`config.mk`:
```
export PLATFORM = sky130hd
export DESIGN_NAME = hcx_core_flat
export DESIGN_NICKNAME = d
export VERILOG_FILES = /design/src/rtl/hcx_pkg.sv /design/src/rtl/hcx_if.sv /design/src/rtl/hcx_alu.sv /design/src/rtl/hcx_core.sv /design/src/flat_wrapper.sv
export SDC_FILE = /design/constraint.sdc
export NUM_CORES = 1
export LEC_CHECK = 0
export BUFFER_PORTS_ARGS = -buffer_cell sky130_fd_sc_hd__buf_2
export CORE_UTILIZATION = 30
export CTS_BUF_LIST = sky130_fd_sc_hd__clkbuf_16
export DETAILED_ROUTE_END_ITERATION = 16
export GPL_TIMING_DRIVEN = 0
export PLACE_DENSITY_LB_ADDON = 0.12
export RECOVER_POWER = 100
export SYNTH_ARGS = -nofsm -noshare
export SYNTH_HDL_FRONTEND = slang
export SYNTH_SLANG_ARGS = --single-unit
```
`constraint.sdc`:
```
create_clock -name clk -period 4.1 [get_ports clk]
set_input_delay 0.205 -clock clk [delete_from_list [all_inputs] [get_ports clk]]
set_output_delay 0.205 -clock clk [all_outputs]
set_load 0.005 [all_outputs]
```
`src/rtl/hcx_pkg.sv`:
```
// Shared encodings for the HCx stack CPU: opcode nibbles, jump conditions,
// sequencer states and ALU function select.
package hcx_pkg;

  typedef enum logic [1:0] {
    ST_FETCH = 2'd0,
    ST_EXEC  = 2'd1,
    ST_HALT  = 2'd2
  } state_e;

  typedef enum logic [2:0] {
    ALU_ADD  = 3'd0,
    ALU_SUB  = 3'd1,
    ALU_AND  = 3'd2,
    ALU_OR   = 3'd3,
    ALU_XOR  = 3'd4,
    ALU_PASS = 3'd5
  } alu_sel_e;

  localparam logic [3:0] OP_ADD = 4'h2;
  localparam logic [3:0] OP_SUB = 4'h3;
  localparam logic [3:0] OP_LD  = 4'h8;
  localparam logic [3:0] OP_LDR = 4'h9;
  localparam logic [3:0] OP_LDI = 4'hA;
  localparam logic [3:0] OP_LSI = 4'hC;

  localparam logic [2:0] JC_JP   = 3'b000;
  localparam logic [2:0] JC_JC   = 3'b010;
  localparam logic [2:0] JC_JNC  = 3'b011;
  localparam logic [2:0] JC_JZ   = 3'b100;
  localparam logic [2:0] JC_JNZ  = 3'b101;
  localparam logic [2:0] JC_HALT = 3'b110;

  // Store-class opcodes 0x2..0x7 pick the ALU function from ir[6:4].
  function automatic alu_sel_e alu_sel_of(input logic [2:0] fn);
    case (fn)
      3'd2:    return ALU_ADD;
      3'd3:    return ALU_SUB;
      3'd4:    return ALU_AND;
      3'd5:    return ALU_OR;
      3'd6:    return ALU_XOR;
      default: return ALU_PASS;
    endcase
  endfunction

endpackage

```
`src/rtl/hcx_if.sv`:
```
// Instruction and data memory req/ack ports of the HCx core.
interface hcx_if #(
  parameter int DATA_W = 8,
  parameter int PC_W   = 16,
  parameter int ADDR_W = 16
);
  logic              imem_req;
  logic [PC_W-1:0]   imem_addr;
  logic              imem_ack;
  logic [7:0]        imem_rdata;

  logic              dmem_req;
  logic              dmem_we;
  logic [ADDR_W-1:0] dmem_addr;
  logic [DATA_W-1:0] dmem_wdata;
  logic              dmem_ack;
  logic [DATA_W-1:0] dmem_rdata;

  modport master (
    output imem_req, imem_addr, input imem_ack, imem_rdata,
    output dmem_req, dmem_we, dmem_addr, dmem_wdata, input dmem_ack, dmem_rdata
  );

  modport slave (
    input imem_req, imem_addr, output imem_ack, imem_rdata,
    input dmem_req, dmem_we, dmem_addr, dmem_wdata, output dmem_ack, dmem_rdata
  );
endinterface

```
`src/rtl/hcx_alu.sv`:
```
// Combinational ALU; SUB is a + ~b + 1 so carry_out=1 means no borrow.
module hcx_alu
  import hcx_pkg::*;
#(
  parameter int DATA_W = 8
) (
  input  logic [DATA_W-1:0] a,
  input  logic [DATA_W-1:0] b,
  input  alu_sel_e          sel,
  output logic [DATA_W-1:0] result,
  output logic              carry_out
);
  logic [DATA_W:0] sum;

  always_comb begin
    sum       = '0;
    result    = a;
    carry_out = 1'b0;
    case (sel)
      ALU_ADD: begin
        sum       = {1'b0, a} + {1'b0, b};
        result    = sum[DATA_W-1:0];
        carry_out = sum[DATA_W];
      end
      ALU_SUB: begin
        sum       = {1'b0, a} + {1'b0, ~b} + (DATA_W+1)'(1);
        result    = sum[DATA_W-1:0];
        carry_out = sum[DATA_W];
      end
      ALU_AND: result = a & b;
      ALU_OR:  result = a | b;
      ALU_XOR: result = a ^ b;
      default: result = a;
    endcase
  end
endmodule

```
`src/rtl/hcx_core.sv`:
```
// HCx stack CPU: FETCH/EXEC/HALT sequencer around a push-down stack and ALU,
// with req/ack instruction and data memory ports tolerating wait states.
module hcx_core
  import hcx_pkg::*;
#(
  parameter int DATA_W      = 8,
  parameter int STACK_DEPTH = 3,
  parameter int PC_W        = 16,
  parameter int ADDR_W      = 16
) (
  input  logic              clk,
  input  logic              nReset,
  hcx_if.master             bus,
  output logic [PC_W-1:0]   pc_out,
  output logic [DATA_W-1:0] stk_a,
  output logic [DATA_W-1:0] stk_b,
  output logic [DATA_W-1:0] stk_c,
  output logic [2:0]        flags_out,
  output logic              halted
);
  localparam int DEPTH_W = $clog2(STACK_DEPTH + 1);

  state_e                                state, state_nx;
  logic [PC_W-1:0]                       pc;
  logic [7:0]                            ir;
  logic [STACK_DEPTH-1:0][DATA_W-1:0]    stk;
  logic [DEPTH_W-1:0]                    depth;
  logic                                  f_ovf, f_carry, f_zero;

  logic [3:0]          op, imm;
  logic                is_store, is_load, is_ldi, is_lsi, is_jmp, is_halt, mem_op, do_push;
  logic                jmp_take, commit, stk_full;
  logic [2*DATA_W-1:0] ba;
  logic [DATA_W-1:0]   alu_res, st_data, push_data;
  logic                alu_cy;
  alu_sel_e            alu_sel;

  // decode
  assign op       = ir[7:4];
  assign imm      = ir[3:0];
  assign is_store = ~ir[7];
  assign is_load  = (op == OP_LD) || (op == OP_LDR);
  assign is_ldi   = (op == OP_LDI);
  assign is_lsi   = (op == OP_LSI);
  assign is_jmp   = (ir[7:5] == 3'b111);
  assign is_halt  = is_jmp && (ir[2:0] == JC_HALT);
  assign mem_op   = is_store || is_load;
  assign do_push  = is_load || is_ldi;
  assign ba       = {stk[1], stk[0]};
  assign stk_full = (depth == DEPTH_W'(STACK_DEPTH));
  assign alu_sel  = alu_sel_of(ir[6:4]);

  hcx_alu #(.DATA_W(DATA_W)) u_alu (
    .a         (stk[0]),
    .b         (stk[1]),
    .sel       (alu_sel),
    .result    (alu_res),
    .carry_out (alu_cy)
  );

  assign st_data   = (ir[6:5] == 2'b00) ? stk[2] : alu_res;
  assign push_data = is_load ? bus.dmem_rdata : {stk[0][DATA_W-1:4], imm};

  always_comb begin
    jmp_take = 1'b0;
    case (ir[2:0])
      JC_JP:   jmp_take = 1'b1;
      JC_JC:   jmp_take = f_carry;
      JC_JNC:  jmp_take = ~f_carry;
      JC_JZ:   jmp_take = f_zero;
      JC_JNZ:  jmp_take = ~f_zero;
      default: jmp_take = 1'b0;
    endcase
  end

  // sequencer: state register
  always_ff @(posedge clk or negedge nReset)
    if (!nReset) state <= ST_FETCH;
    else         state <= state_nx;

  // sequencer: next state
  always_comb begin
    state_nx = state;
    case (state)
      ST_FETCH: if (bus.imem_ack) state_nx = ST_EXEC;
      ST_EXEC:  if (commit)       state_nx = is_halt ? ST_HALT : ST_FETCH;
      ST_HALT:  state_nx = ST_HALT;
      default:  state_nx = ST_FETCH;
    endcase
  end

  // sequencer: outputs; the fetch request is gated by reset so it drops the
  // moment reset asserts even though reset parks the sequencer in FETCH
  always_comb begin
    bus.imem_req = 1'b0;
    bus.dmem_req = 1'b0;
    bus.dmem_we  = 1'b0;
    commit       = 1'b0;
    halted       = 1'b0;
    case (state)
      ST_FETCH: bus.imem_req = nReset;
      ST_EXEC: begin
        bus.dmem_req = mem_op;
        bus.dmem_we  = mem_op && is_store;
        commit       = !mem_op || bus.dmem_ack;
      end
      ST_HALT:  halted = 1'b1;
      default:  ;
    endcase
  end

  assign bus.imem_addr  = pc;
  assign bus.dmem_addr  = (ir[6:4] == 3'b000) ? ba[ADDR_W-1:0] : ADDR_W'(imm);
  assign bus.dmem_wdata = st_data;

  always_ff @(posedge clk or negedge nReset)
    if (!nReset) begin
      pc <= '0;
      ir <= '0;
    end else begin
      if (state == ST_FETCH && bus.imem_ack) ir <= bus.imem_rdata;
      if (commit) pc <= (is_jmp && jmp_take) ? ba[PC_W-1:0] : pc + PC_W'(1);
    end

  // entry 0 is the top; a push shifts everything down and drops the deepest
  always_ff @(posedge clk or negedge nReset)
    if (!nReset) begin
      stk   <= '0;
      depth <= '0;
    end else if (commit) begin
      if (do_push) begin
        for (int i = STACK_DEPTH - 1; i > 0; i--) stk[i] <= stk[i-1];
        stk[0] <= push_data;
        if (!stk_full) depth <= depth + DEPTH_W'(1);
      end else if (is_lsi) begin
        stk[0] <= {stk[0][DATA_W-5:0], imm};
      end
    end

  always_ff @(posedge clk or negedge nReset)
    if (!nReset) begin
      f_ovf   <= 1'b0;
      f_carry <= 1'b0;
      f_zero  <= 1'b0;
    end else if (commit) begin
      if (is_store) begin
        f_zero <= (st_data == '0);
        if (op == OP_ADD || op == OP_SUB) f_carry <= alu_cy;
      end
      if (do_push && stk_full) f_ovf <= 1'b1;
    end

  assign pc_out    = pc;
  assign stk_a     = stk[0];
  assign stk_b     = stk[1];
  assign stk_c     = stk[2];
  assign flags_out = {f_ovf, f_carry, f_zero};

endmodule

```
`src/flat_wrapper.sv`:
```
// flat-port wrapper written by rule: the top's interface ports become plain ports
module hcx_core_flat import hcx_pkg::*;
#(
  parameter int DATA_W      = 8,
  parameter int STACK_DEPTH = 3,
  parameter int PC_W        = 16,
  parameter int ADDR_W      = 16
)
  (clk, nReset, pc_out, stk_a, stk_b, stk_c, flags_out, halted, bus_imem_req, bus_imem_addr, bus_imem_ack, bus_imem_rdata, bus_dmem_req, bus_dmem_we, bus_dmem_addr, bus_dmem_wdata, bus_dmem_ack, bus_dmem_rdata);
  hcx_if #(.DATA_W(DATA_W), .PC_W(PC_W), .ADDR_W(ADDR_W)) bus_i ();
  input  logic clk;
  input  logic nReset;
  output logic [PC_W-1:0] pc_out;
  output logic [DATA_W-1:0] stk_a;
  output logic [DATA_W-1:0] stk_b;
  output logic [DATA_W-1:0] stk_c;
  output logic [2:0] flags_out;
  output logic halted;
  output wire logic [$bits(bus_i.imem_req)-1:0] bus_imem_req;
  output wire logic [$bits(bus_i.imem_addr)-1:0] bus_imem_addr;
  input wire logic [$bits(bus_i.imem_ack)-1:0] bus_imem_ack;
  input wire logic [$bits(bus_i.imem_rdata)-1:0] bus_imem_rdata;
  output wire logic [$bits(bus_i.dmem_req)-1:0] bus_dmem_req;
  output wire logic [$bits(bus_i.dmem_we)-1:0] bus_dmem_we;
  output wire logic [$bits(bus_i.dmem_addr)-1:0] bus_dmem_addr;
  output wire logic [$bits(bus_i.dmem_wdata)-1:0] bus_dmem_wdata;
  input wire logic [$bits(bus_i.dmem_ack)-1:0] bus_dmem_ack;
  input wire logic [$bits(bus_i.dmem_rdata)-1:0] bus_dmem_rdata;
  assign bus_imem_req = bus_i.imem_req;
  assign bus_imem_addr = bus_i.imem_addr;
  assign bus_i.imem_ack = bus_imem_ack;
  assign bus_i.imem_rdata = bus_imem_rdata;
  assign bus_dmem_req = bus_i.dmem_req;
  assign bus_dmem_we = bus_i.dmem_we;
  assign bus_dmem_addr = bus_i.dmem_addr;
  assign bus_dmem_wdata = bus_i.dmem_wdata;
  assign bus_i.dmem_ack = bus_dmem_ack;
  assign bus_i.dmem_rdata = bus_dmem_rdata;
  hcx_core #(.DATA_W(DATA_W), .STACK_DEPTH(STACK_DEPTH), .PC_W(PC_W), .ADDR_W(ADDR_W)) u_core (.clk(clk), .nReset(nReset), .bus(bus_i), .pc_out(pc_out), .stk_a(stk_a), .stk_b(stk_b), .stk_c(stk_c), .flags_out(flags_out), .halted(halted));
endmodule
```
; ---- Yosys cells after proc, flatten, opt, wreduce, memory -nomap -nowiden
; Index checks and enable logic that the tools add are counted.
[word_totals]
ff_bits = 55
elab_cells = 96
in_bits = 20
output_inout_bits = 87
[classes]
mux = 19
n_addsub = 5
eq_ne = 27
reduce_logical = 26
bitwise = 8
[ops]
columns = cell, count
row1 = $pmux 8 s5, 1
row2 = $mux 16, 2
row3 = $mux 8, 4
row4 = $eq 3x3->1 const B, 8
row5 = $add 8x8->9, 2
row6 = $eq 3x2->1 const B, 6
row7 = $add 16x1->16 const B, 1
row8 = $eq 4x4->1 const B, 4
row9 = $pmux 3 s5, 1
row10 = $reduce_and 2->1, 5
row11 = $add 9x1->9 const B, 1
row12 = $logic_not 3->1, 3
row13 = $reduce_and 3->1, 3
row14 = $and 8x8->8, 1
row15 = $eq 4x2->1 const B, 2
row16 = $logic_not 8->1, 1
row17 = $not 8->8, 1
row18 = $or 8x8->8, 1
row19 = $xor 8x8->8, 1
row20 = $mux 2, 3
row21 = $pmux 2 s3, 1
row22 = $logic_and 1x1->1, 5
row23 = $logic_or 1x1->1, 5
row24 = $mux 1, 5
row25 = 12 further kinds, 18

; ---- Depth between registers and ports, before layout
; Gate-level depths: netlist of run 1.
[logic_depth]
ltp_word = 8
ltp_mapped = 11
mapped_depth_nobuf = 11

; ---- Modules after synthesis
; Synthesis of run 1 repeated with hierarchy kept, for this count alone.
[unflattened]
cells_unflattened = 502
area_unflattened_um2 = 4420.5
[modules_own_cells]
columns = module, cells_per_inst, instances, area_per_inst_um2, seq_area_each_um2
row1 = hcx_core, 327, 1, 3155.5, 1376.3
row2 = hcx_alu, 175, 1, 1265.0, 0.0

; ---- Worst setup path after synthesis of run 1
; Ideal clock, no wire load.
[synth_path]
path_kind = reg-to-reg
start = register u_core.stk (netlist bit u_core.stk_a[0])
end = register u_core.f_zero
synth_period_minus_slack_ns = 2.916
t_arrival_ns = 2.824
setup_slack_ns = 1.184
path_stages_with_launch = 12
required_time_ns = 4.008
path_buffers = 0
cell_sequence = dfrtp_1 inv_1 ha_1 inv_1 fa_1 nor2b_2 or3_1 a21o_1 a211o_1 o2bb2ai_2 or4b_4 o31ai_2
[synth_between]
elab_chain_cells = 5
elab_cells_between_ends = 9
[synth_lines]
columns = element, line
row1 = start: declaration, hcx_core.sv:26  ; logic [STACK_DEPTH-1:0][DATA_W-1:0] stk;
row2 = $add 8x8->9, hcx_alu.sv:26  ; sum = {1'b0, a} + {1'b0, ~b} + (DATA_W+1)'(1);
row3 = $add 9x1->9, hcx_alu.sv:26
row4 = $pmux 8 s5 *, hcx_alu.sv:19  ; case (sel)
row5 = $mux 8 *, hcx_core.sv:61  ; assign st_data = (ir[6:5] == 2'b00) ? stk[2] : alu_res;
row6 = via bus_dmem_wdata[4], flat_wrapper.sv:26  ; output wire logic [$bits(bus_i.dmem_wdata)-1:0] bus_dmem_wdata;
row7 = $logic_not 8->1 *, hcx_core.sv:147  ; f_zero <= (st_data == '0);
row8 = end signal: assignment, hcx_core.sv:147
row9 = end: declaration, hcx_core.sv:28  ; logic f_ovf, f_carry, f_zero;
; The timed path passes the listed nets; every way through them passes the cells marked *.
; A chain may end at the register's enable or synchronous reset.

; ---- Final worst setup path of run 1
[layout_path]
start = register u_core.ir[6]
end = output bus_dmem_addr[11]
[layout_between]
elab_chain_cells = 2
[layout_lines]
columns = element, line
row1 = start: declaration, hcx_core.sv:25  ; logic [7:0] ir;
row2 = start signal: assignment, hcx_core.sv:121  ; if (state == ST_FETCH && bus.imem_ack) ir <= bus.imem_rdata;
row3 = $logic_not 3->1, hcx_core.sv:113  ; assign bus.dmem_addr = (ir[6:4] == 3'b000) ? ba[ADDR_W-1:0] : ADDR_W'(imm);
row4 = $mux 16, hcx_core.sv:113
row5 = end: declaration, flat_wrapper.sv:25  ; output wire logic [$bits(bus_i.dmem_addr)-1:0] bus_dmem_addr;
; No other way between the ends.

==> impl_metrics.toml, run 1 <==
[sta]
fin_crit_ps = 3606
grt_setup_unrepaired = "no"
timing.setup.tns_ps = 0
largest_clock_skew_in_the_final_design_ps = 3.819
slew_headroom = -1.101
hold_viol = 0
timing.fmax_mhz = 277.3
finalSetupViolations = 0
worst_slew_pin_slew_ps = 3151
min_period_over_period = 0.8795
slew_violations = 57

[clock_tree]
buffers_from_clock_root_to_sink_at_most = 2
clock_slew_at_reported_path_ffs_ps = 70
cts.root.buffer_cell = "sky130_fd_sc_hd__clkbuf_16"
cts_htree_levels = 2
post_cts.repair.setup_buffers = 0
clk-insertion-delay-late_ps = 310
post_cts.resized_instances = 0
cts_hold_repair.buffers = 0
tritoncts_num_sinks = 55
cts_tree = "done"
cts_buffers = 5

[finish]
stdcell_area_sq_um = 4951
final_core_utilization = 0.3724
fillCellCount = 1438
areaGrowthSynthToFinish_pct = 20.46
layout_cell_share_with_drive_strength_beyond_1 = 0.2322
antenna-diode-count = 0
layout.nets = 652

[setup_path]
timing.critical_path.slowest_cell_delay_ps = 880
critical-path-top-cell-by-count = "sky130_fd_sc_hd__clkbuf_1"
worst-path-buf-inv = 5
critical_path_required_ps = 3890
crit_path_start_kind = "register"
timing.critical_path.cells = "clkbuf_1 > clkbuf_1 > clkbuf_1 > nor3_1 > clkbuf_1 > and2_1 > clkbuf_1"
timing.critical_path.to_type = "primary output"
cp.arrival_ps = 3400
timing.setup.critical_path_class = "register to primary output"
worst_path_dominant_cell_family = "buffers and inverters"
critical-path-slowest-cell = "sky130_fd_sc_hd__nor3_1"
critPathMaxFanout = 10

[status]
failed_checks = "capacitance limit, slew limit"
outcome = "finished with violations"

[logic_synthesis]
top_cell_types_by_occurrence_after_synthesis = "56 x sky130_fd_sc_hd__a21oi_1, 55 x sky130_fd_sc_hd__dfrtp_1, 44 x sky130_fd_sc_hd__nand2_1, 44 x sky130_fd_sc_hd__nor2_1, 33 x sky130_fd_sc_hd__o21ai_0"
postSynthCellCount = 490
synth_area_sq_um = 4110
asyncSetResetFlopFracSynth = 1.000
syn-mean-instance-area_sq_um = 8.388
syn_nets = 539
post_synth_fa_ha_maj_area_fraction = 0.09193
synth.most_common_cell = "sky130_fd_sc_hd__a21oi_1"
synth-compound-area-share = 0.2164
yosys.area_share.xor_xnor = 0.01065
synth.yosys.seq_area_share = 0.3349
synth_top_flop_cell = "sky130_fd_sc_hd__dfrtp_1"
synth.mux.area_fraction = 0.06636
synth_enable_flop_cells = 0
synth-warning-count = 0
synth_top_area_share = 0.3349
share_of_synthesized_cell_area_in_and_or_nand_and_nor_gates = 0.1848
synth.lib_cells_used.distinct = 59
synth.ff_latch_count = 55
library_cell_with_the_largest_summed_area_after_synthesis = "sky130_fd_sc_hd__dfrtp_1"
synth_top_family_by_area = "compound AO/OA/AOI/OAI gates"
post_synth_main_area_contributors = "sky130_fd_sc_hd__dfrtp_1 33%, sky130_fd_sc_hd__ha_1 8.2%, sky130_fd_sc_hd__a21oi_1 6.8%"

[grt]
number_of_global_route_vias_before_repair = 3700
grt_util_all_layers = 0.1924
globalRoute.totalOverflow = 0
initial_antenna_violation_count = 0
grt_start_max_net_pins = 57
grt_pass1_wl_um = 20980

[route]
totalWireLength_um = 13380
route.detailed.vias_per_inst = 5.035
route.vias.total = 3922
detail_route.iter0.violations = 224
drt_drc_violations_left = 0
antenna_left = 0
wl_per_cell_um = 17.17
drt_pre_antenna_iters = 4

[place]
port_buffers = 106
placed_area_sq_um = 4861
gp_congestion = 0.8689
dpl.hpwl_um = 10270

[die]
io_pins = 107
row_count = 42
die_w_um = 119.1
starting_utilization_of_the_core_area = 0.3091
design.die.area_sq_um = 14170
floorplan.core_area_sq_um = 13300
die_h_um = 119.1

[flow_run]
max_cap_violations = 1

[power]
vdd_ir_drop_max_v = 0.0002640
total_power_uw = 4443
total_power_divided_by_cell_area_nw_per_um2 = 897.5
leakagePower_uw = 0.002251

[hold_path]
hold_path_class = "primary input to register"
tightest hold or removal path: cells and delay by family:
kind	cells	cell delay [ps]
buf+inv	1	80
compound gates	1	50
simple gates	1	30
logic make-up after synthesis:
kind of cell / count (synthesis)
flip-flops: 55
adder cells (fa/ha/maj): 29
XOR/XNOR: 5
buffers and inverters: 79
AND/OR/NAND/NOR: 158
AO/OA/AOI/OAI: 142
multiplexers: 22
cell type report:
| type | instances | area (sq um) | share of cell area |
|---|---|---|---|
| clock buffers | 5 | 125.1 | 0.02527 |
| plain buffers | 46 | 262.8 | 0.05307 |
| inverters | 33 | 123.9 | 0.02502 |
| flip-flops and latches | 55 | 1376 | 0.2780 |
| well taps | 176 | 220.2 | 0.04448 |
| repair buffers | 106 | 500.5 | 0.1011 |
| multi-input cells | 356 | 2328 | 0.4703 |
| clock inverters | 2 | 13.76 | 0.002780 |
path summary, 6_finish.rpt:
| path | cells after the start | slack (ps) | from | to |
|---|---|---|---|---|
| worst min-delay path | 3 | 100 | bus_imem_rdata[4] | u_core.ir[4] |
| worst max register to register | 11 | 760 | u_core.stk_a[0] | u_core.f_zero |
| max in group asynchronous | 1 | 1390 | nReset | u_core.bus.imem_addr[8] |
| min in group asynchronous | 1 | 930 | nReset | u_core.ir[1] |
| worst min register to register | 1 | 480 | u_core.depth[0] | u_core.depth[0] |
| worst max-delay path | 7 | 490 | u_core.ir[6] | bus_dmem_addr[11] |
through the flow:
stage	hold WS [ps]	setup slack, ps	std cells
final	96.38	493.9	779
after detailed placement	419.9	832.2	772
after global routing	113.6	302.6	779
after CTS	96.52	656.5	779
after floorplan	-90.59	1184	490
after global placement	419.0	837.2	772
cells in the final DEF (no fill, tap or decap), types with 3 or more instances in the layout:
cell                        count
sky130_fd_sc_hd__clkbuf_1      43
sky130_fd_sc_hd__ha_1          27
sky130_fd_sc_hd__mux2_2        12
sky130_fd_sc_hd__o211ai_1       4
sky130_fd_sc_hd__nor2b_1        5
sky130_fd_sc_hd__nor3b_1        4
sky130_fd_sc_hd__mux2i_1        7
sky130_fd_sc_hd__o22ai_1        6
sky130_fd_sc_hd__clkbuf_16      5
sky130_fd_sc_hd__o21ai_0       33
sky130_fd_sc_hd__buf_2         88
sky130_fd_sc_hd__and2_1         8
sky130_fd_sc_hd__nand4_1        4
sky130_fd_sc_hd__nand3_1       17
sky130_fd_sc_hd__a211o_1        3
sky130_fd_sc_hd__o311ai_0       4
sky130_fd_sc_hd__nor2_1        44
sky130_fd_sc_hd__clkbuf_4      19
sky130_fd_sc_hd__a221oi_1       6
sky130_fd_sc_hd__nand2_1       44
sky130_fd_sc_hd__inv_1         31
sky130_fd_sc_hd__nor3_1         6
sky130_fd_sc_hd__dfrtp_1       55
sky130_fd_sc_hd__a21o_1         4
sky130_fd_sc_hd__xnor2_1        4
sky130_fd_sc_hd__and2_0         5
sky130_fd_sc_hd__a311oi_1       3
sky130_fd_sc_hd__mux4_2         3
sky130_fd_sc_hd__nand2b_1       6
sky130_fd_sc_hd__o22a_1         3
sky130_fd_sc_hd__or3_1          3
sky130_fd_sc_hd__or2_2          4
sky130_fd_sc_hd__o21bai_1       4
sky130_fd_sc_hd__a21oi_1       56
registers in the layout, summed over array words and instances, names as in the netlist:
signal                count
u_core.bus.imem_addr     16
u_core.depth              2
u_core.f_carry            1
u_core.f_ovf              1
u_core.f_zero             1
u_core.ir                 8
u_core.state              2
u_core.stk_a              8
u_core.stk_b              8
u_core.stk_c              8
power by group:
part | switching [uW] | internal [uW]
registers | 424 | 799
clock network | 217 | 224
logic | 1550 | 1230
layer usage:
metal,wire length [um],vias to the layer above,share of wire,track usage
met2,6375,108,0.48,0.3129
met4,127,0,0.0095,0.04193
met1,6198,1880,0.46,0.2637
met5,0,-,0,0
li1,-,1926,-,-
met3,677,8,0.051,0.03592
Note: power is estimated with default switching activity, not from simulation.
==> inputs of run 2 (changes only) <==
--- a/config.mk
+++ b/config.mk
@@ -5,6 +5,7 @@
 export SDC_FILE = /design/constraint.sdc
 export NUM_CORES = 1
 export LEC_CHECK = 0
+export ABC_AREA = 1
 export BUFFER_PORTS_ARGS = -buffer_cell sky130_fd_sc_hd__buf_2
 export CORE_UTILIZATION = 30
 export CTS_BUF_LIST = sky130_fd_sc_hd__clkbuf_16
==> run 2 against run 1 <==
The run still ends with capacitance limit, slew limit left; worst setup slack improved by 300 ps; non-clock buffer count down 7; sequential power down 8%; global-route usage increased by 0.98 points; register-to-register slack improved by 130 ps; cell count grew 18%; critical endpoint is now bus_dmem_wdata[7].
==> impl_metrics.toml, run 2 <==
[setup_path]
crit_path_start_kind = "register"
timing.critical_path.to_type = "primary output"
critical_path_required_ps = 3890
timing.setup.critical_path_class = "register to primary output"
critPathMaxFanout = 10
cp.arrival_ps = 3100

[die]
io_pins = 107
die_w_um = 121.8
die_h_um = 121.8
design.die.area_sq_um = 14830
floorplan.core_area_sq_um = 13930
starting_utilization_of_the_core_area = 0.3090
row_count = 43

[logic_synthesis]
synth.lib_cells_used.distinct = 42
post_synth_main_area_contributors = "sky130_fd_sc_hd__dfrtp_1 32%, sky130_fd_sc_hd__nand2_1 12%, sky130_fd_sc_hd__ha_1 7.8%"
synth.ff_latch_count = 55
synth.yosys.seq_area_share = 0.3197
synth-warning-count = 0
synth.most_common_cell = "sky130_fd_sc_hd__nand2_1"
synth_top_flop_cell = "sky130_fd_sc_hd__dfrtp_1"
syn_nets = 672
library_cell_with_the_largest_summed_area_after_synthesis = "sky130_fd_sc_hd__dfrtp_1"
synth_area_sq_um = 4305
syn-mean-instance-area_sq_um = 6.911
synth_top_area_share = 0.3197
top_cell_types_by_occurrence_after_synthesis = "133 x sky130_fd_sc_hd__nand2_1, 76 x sky130_fd_sc_hd__nor2_1, 74 x sky130_fd_sc_hd__inv_1"
synth_enable_flop_cells = 0
postSynthCellCount = 623
asyncSetResetFlopFracSynth = 1.000

[grt]
grt_most_used_layer = "met1"
globalRoute.totalOverflow = 0
met2_demand_to_capacity_share_in_global_routing = 0.3012
initial_antenna_violation_count = 0
number_of_global_route_vias_before_repair = 4096
gr_util_met3 = 0.02575
grt_pass1_wl_um = 22710
grt_util_all_layers = 0.2022
grt_start_max_net_pins = 57
use_met1 = 0.3038

[power]
vdd_ir_drop_max_v = 0.0002660
total_power_uw = 4513
total_power_divided_by_cell_area_nw_per_um2 = 882.4
leakagePower_uw = 0.002592

[finish]
areaGrowthSynthToFinish_pct = 18.80
antenna-diode-count = 0
final_cells = 916
commonest_cells_after_routing_fill_and_taps_aside = "136 x sky130_fd_sc_hd__nand2_1, 77 x sky130_fd_sc_hd__inv_1, 77 x sky130_fd_sc_hd__nor2_1"
layout.nets = 785
layout_commonest_cell = "sky130_fd_sc_hd__nand2_1"
largest_register_ffs = 16
stdcell_area_sq_um = 5115
layout_cell_share_with_drive_strength_beyond_1 = 0.1440

[clock_tree]
cts_hold_repair.buffers = 0
buffers_from_clock_root_to_sink_at_most = 2
cts_htree_levels = 2
clk-insertion-delay-late_ps = 300
tritoncts_num_sinks = 55
post_cts.repair.setup_buffers = 0
cts_tree = "done"
post_cts.resized_instances = 0
cts_buffers = 5
clock_slew_at_reported_path_ffs_ps = 70
cts.root.buffer_cell = "sky130_fd_sc_hd__clkbuf_16"

[route]
drt_drc_violations_left = 0
detail_route.iter0.violations = 329
drt_pre_antenna_iters = 5
route.vias.total = 4572
totalWireLength_um = 14940
route.detailed.vias_per_inst = 4.991
antenna_left = 0
wl_per_cell_um = 16.31

[sta]
min_period_over_period = 0.8063
timing.fmax_mhz = 302.5
timing.setup.tns_ps = 0
slew_headroom = -1.093
finalSetupViolations = 0
fin_crit_ps = 3306
worst_slew_pin_slew_ps = 3140
grt_setup_unrepaired = "no"
hold_slack_ps = 136.3
largest_clock_skew_in_the_final_design_ps = 3.595
slew_violations = 57
hold_viol = 0

[place]
numPlacedInstances = 909
placed_area_sq_um = 5061
dpl.hpwl_um = 11750
port_buffers = 106
gp_congestion = 0.8932

[flow_run]
max_cap_violations = 1

[status]
failed_checks = "capacitance limit, slew limit"
outcome = "finished with violations"

[hold_path]
hold_path_class = "primary input to register"
==> run 2: changes by cell type in the layout (fill, tap and decap cells not counted), sizes merged, moves of 13 or more <==
cell,before,now
nand2,44,136
o21ai,33,60
nand3,17,52
nor2,44,78
clkbuf,67,84
buf,90,66
inv,33,78
and2,13,0
==> run 2: metrics by stage <==
stage          setup slack, ps  utilization
2_1_floorplan             2087            -
3_3_place_gp              1349       0.3632
3_5_place_dp              1341       0.3632
4_1_cts                   1078       0.3746
5_1_grt                  476.8       0.3671
6_report                 794.2       0.3671
==> run 2: path summary, 6_finish.rpt <==
path | from | end | slack, ps | cells past startpoint
worst max-delay path | u_core.ir[6] | bus_dmem_wdata[7] | 790 | 12
worst min-delay path | bus_imem_rdata[3] | u_core.ir[3] | 140 | 2
worst max register to register | u_core.ir[6] | u_core.f_zero | 890 | 13
worst min register to register | u_core.f_ovf | u_core.f_ovf | 480 | 1
max in group asynchronous | nReset | u_core.depth[1] | 1390 | 1
min in group asynchronous | nReset | u_core.bus.imem_addr[11] | 930 | 1
==> run 2: cell families after synthesis <==
kind of cell	Yosys count	synth area share
simple gates	286	0.2839
compound gates	125	0.1575
buf+inv	118	0.1276
flops	55	0.3197
fa+ha+maj	29	0.08776
xor+xnor	6	0.01221
mux	4	0.01133
==> run 2: area by class of cell <==
class | instances | area, sq um
fillers | 1571 | 8820
repair buffers | 106 | 479.2
clock inverters | 2 | 33.78
multi-input cells | 450 | 2350
clock buffers | 5 | 125.1
plain buffers | 39 | 226.5
inverters | 79 | 299.0
flip-flops and latches | 55 | 1376
well taps | 180 | 225.2
==> run 2: critical path: stages, from the launching register on <==
cell                         delay [ps]
sky130_fd_sc_hd__dfrtp_1            360
sky130_fd_sc_hd__clkbuf_1           210
sky130_fd_sc_hd__nor2_1             180
sky130_fd_sc_hd__clkbuf_1           410
sky130_fd_sc_hd__clkinvlp_2         510
sky130_fd_sc_hd__nand2_1            400
sky130_fd_sc_hd__inv_1              170
sky130_fd_sc_hd__o21ai_0            110
sky130_fd_sc_hd__a211oi_1            60
sky130_fd_sc_hd__nand3_1            110
sky130_fd_sc_hd__a21oi_1             90
sky130_fd_sc_hd__inv_1               60
sky130_fd_sc_hd__clkbuf_1           100
==> run 2: routing by layer <==
metal	share of wire	wire length, um
met5	0	0
met3	0.049	737
met4	0.015	231
met1	0.50	7438
met2	0.44	6530
==> run 2: power breakdown <==
group | total, uW | switching [uW] | internal [uW]
Clock | 488 | 205 | 284
Sequential | 1120 | 341 | 783
Combinational | 2900 | 1860 | 1040
Total | 4510 | 2400 | 2110
==> inputs of run 3 (changes only) <==
==> constraint.sdc (replaced) <==
create_clock -name clk -period 2.65 [get_ports clk]
set_input_delay 0.1325 -clock clk [delete_from_list [all_inputs] [get_ports clk]]
set_output_delay 0.1325 -clock clk [all_outputs]
set_load 0.005 [all_outputs]
==> run 3 against run 2 <==
Via count rose by 0.90%; flip-flop and latch count unchanged; the flow now finishes without violations; routed wire length is 1.1% higher; clock power is 55% higher; design area grew 4.9%; largest power group unchanged; combinational power grew 72%.
==> impl_metrics.toml, run 3 (synthesis results as in run 2) <==
[route]
detail_route.iter0.violations = 312
totalWireLength_um = 15100
drt_drc_violations_left = 0
wl_per_cell_um = 16.26
drt_pre_antenna_iters = 6
met2RoutedLength_um = 6668
antenna_left = 0
routed-wl-met3_um = 771
route.detailed.vias_per_inst = 4.966
topRoutingLayerUsed = "met4"
route.layer.met1.wl_um = 7510
route.vias.total = 4613

[setup_path]
cp.arrival_ps = 2380
timing.critical_path.to_type = "primary output"
timing.setup.critical_path_class = "register to primary output"
reg2reg_to = "u_core.f_zero"
critPathMaxFanout = 6
r2r_cells = 13
critical_path_required_ps = 2520
timing.reg2reg.setup_slack_ps = 170
crit_path_start_kind = "register"
worst_r2r_startpoint = "u_core.stk_a[1]"

[die]
die_h_um = 121.8
floorplan.core_area_sq_um = 13930
io_pins = 107
row_count = 43
die_w_um = 121.8
starting_utilization_of_the_core_area = 0.3090
design.die.area_sq_um = 14830

[power]
total_power_divided_by_cell_area_nw_per_um2 = 1389
leakagePower_uw = 0.002752
total_power_uw = 7456
vdd_ir_drop_max_v = 0.0004370

[clock_tree]
cts_buffers = 5
clock_slew_at_reported_path_ffs_ps = 70
cts_tree = "done"
clk-insertion-delay-late_ps = 300
cts_htree_levels = 2
buffers_from_clock_root_to_sink_at_most = 2
cts.root.buffer_cell = "sky130_fd_sc_hd__clkbuf_16"
tritoncts_num_sinks = 55

[status]
outcome = "finished, final reports clean"

[sta]
min_period_over_period = 0.9468
timing.fmax_mhz = 398.5
slew_violations = 0
largest_clock_skew_in_the_final_design_ps = 5.454
finalSetupViolations = 0
setup_ws_ps = 140.9
slew_headroom = 0.01592
worst_slew_pin_slew_ps = 1476
hold_viol = 0
fin_crit_ps = 2509

[grt]
number_of_global_route_vias_before_repair = 4103
initial_antenna_violation_count = 0
globalRoute.totalOverflow = 0
grt_util_all_layers = 0.2023
grt_start_max_net_pins = 57
grt_pass1_wl_um = 22730

[place]
numPlacedInstances = 909
place_worst_setup_slack_ps = -109.0
gp_congestion = 0.8932
dpl.hpwl_um = 11750
port_buffers = 106

[finish]
antenna-diode-count = 0
layout_cell_share_with_drive_strength_beyond_1 = 0.2497
largest_register_ffs = 16
layout.nets = 798
final_core_utilization = 0.3852
layout_commonest_cell = "sky130_fd_sc_hd__nand2_1"
final_cells = 929
areaGrowthSynthToFinish_pct = 24.67
commonest_cells_after_routing_fill_and_taps_aside = "133 x sky130_fd_sc_hd__nand2_1, 95 x sky130_fd_sc_hd__buf_2, 73 x sky130_fd_sc_hd__nor2_1"

[hold_path]
hold_path_end = "u_core.ir[3]"
holdCritStartpoint = "bus_imem_rdata[3]"
hold_path_class = "primary input to register"
worstHoldPathCells = 2

[flow_run]
max_cap_violations = 0
-- run 3: cell count changes in the layout (fill, tap and decap cells not counted), sizes merged --
cell,change
buf,+47
clkbuf,-35
clkinv,+1
dlygate4sd3,+1
inv,-1
-- run 3: metal layers --
layer,up-vias,global-route usage
met5,-,0
met4,0,0.05170
met3,9,0.02575
met2,154,0.3016
met1,2184,0.3038
li1,2266,-
-- run 3: where the power goes --
| group | switching (uW) | leakage, uW | total, uW | internal [uW] |
|---|---|---|---|---|
| logic | 3080 | 0.00202 | 4990 | 1910 |
| registers | 484 | 0.000655 | 1710 | 1230 |
| clock network | 318 | 0.0000811 | 757 | 439 |
-- run 3: critical path: stages, from the launching register on --
cell and delay (ps):
sky130_fd_sc_hd__dfrtp_2 470, sky130_fd_sc_hd__inv_4 100, sky130_fd_sc_hd__ha_2 180, sky130_fd_sc_hd__inv_1 60, sky130_fd_sc_hd__fa_2 370, sky130_fd_sc_hd__nand4_1 110, sky130_fd_sc_hd__nand3_1 110, sky130_fd_sc_hd__nor2_1 110
sky130_fd_sc_hd__nor2_1 50, sky130_fd_sc_hd__nand2_1 70, sky130_fd_sc_hd__nand3_1 90, sky130_fd_sc_hd__a21oi_2 170, sky130_fd_sc_hd__inv_1 60, sky130_fd_sc_hd__buf_2 120
-- run 3: cell type report --
cell class	instances	area (sq um)
multi-input combinational	450	2427
sequential	55	1389
buffer	37	244.0
clock inverter	2	33.78
fill	1535	8567
clock buffer	5	125.1
timing repair buffer	121	610.6
tap	180	225.2
inverter	79	312.8
-- run 3: through the flow --
step / cell area, sq um / TNS [ps] / hold slack, ps
final: 5368 / 0 / 64.37
after floorplan: 4305 / 0 / -163.1
after detailed placement: 5061 / -109.0 / 373.1
after CTS: 5231 / -21.12 / 59.83
after global routing: 5368 / -6.309 / 68.40
after global placement: 5061 / -101.5 / 366.3
-- run 3: worst max-delay path by stage --
stage	start	to	depth (start not counted)
6_report	u_core.stk_a[0]	bus_dmem_wdata[6]	13
5_1_grt	u_core.stk_b[2]	bus_dmem_wdata[7]	15
4_1_cts	u_core.stk_a[4]	bus_dmem_wdata[7]	12
3_5_place_dp	u_core.stk_a[0]	u_core.f_zero	17
3_3_place_gp	u_core.stk_a[0]	u_core.f_zero	17
2_1_floorplan	u_core.stk_a[0]	u_core.f_zero	17
-- run 3: repair_timing --
action / CTS / global route
resized for setup: 10 / 27
pin swaps: 0 / 2
hold buffers: 0 / 1
endpoints found under the setup margin: 5 / 10
cloned: 0 / 0
setup buffers: 0 / 14
hold endpoints to repair: 0 / 55
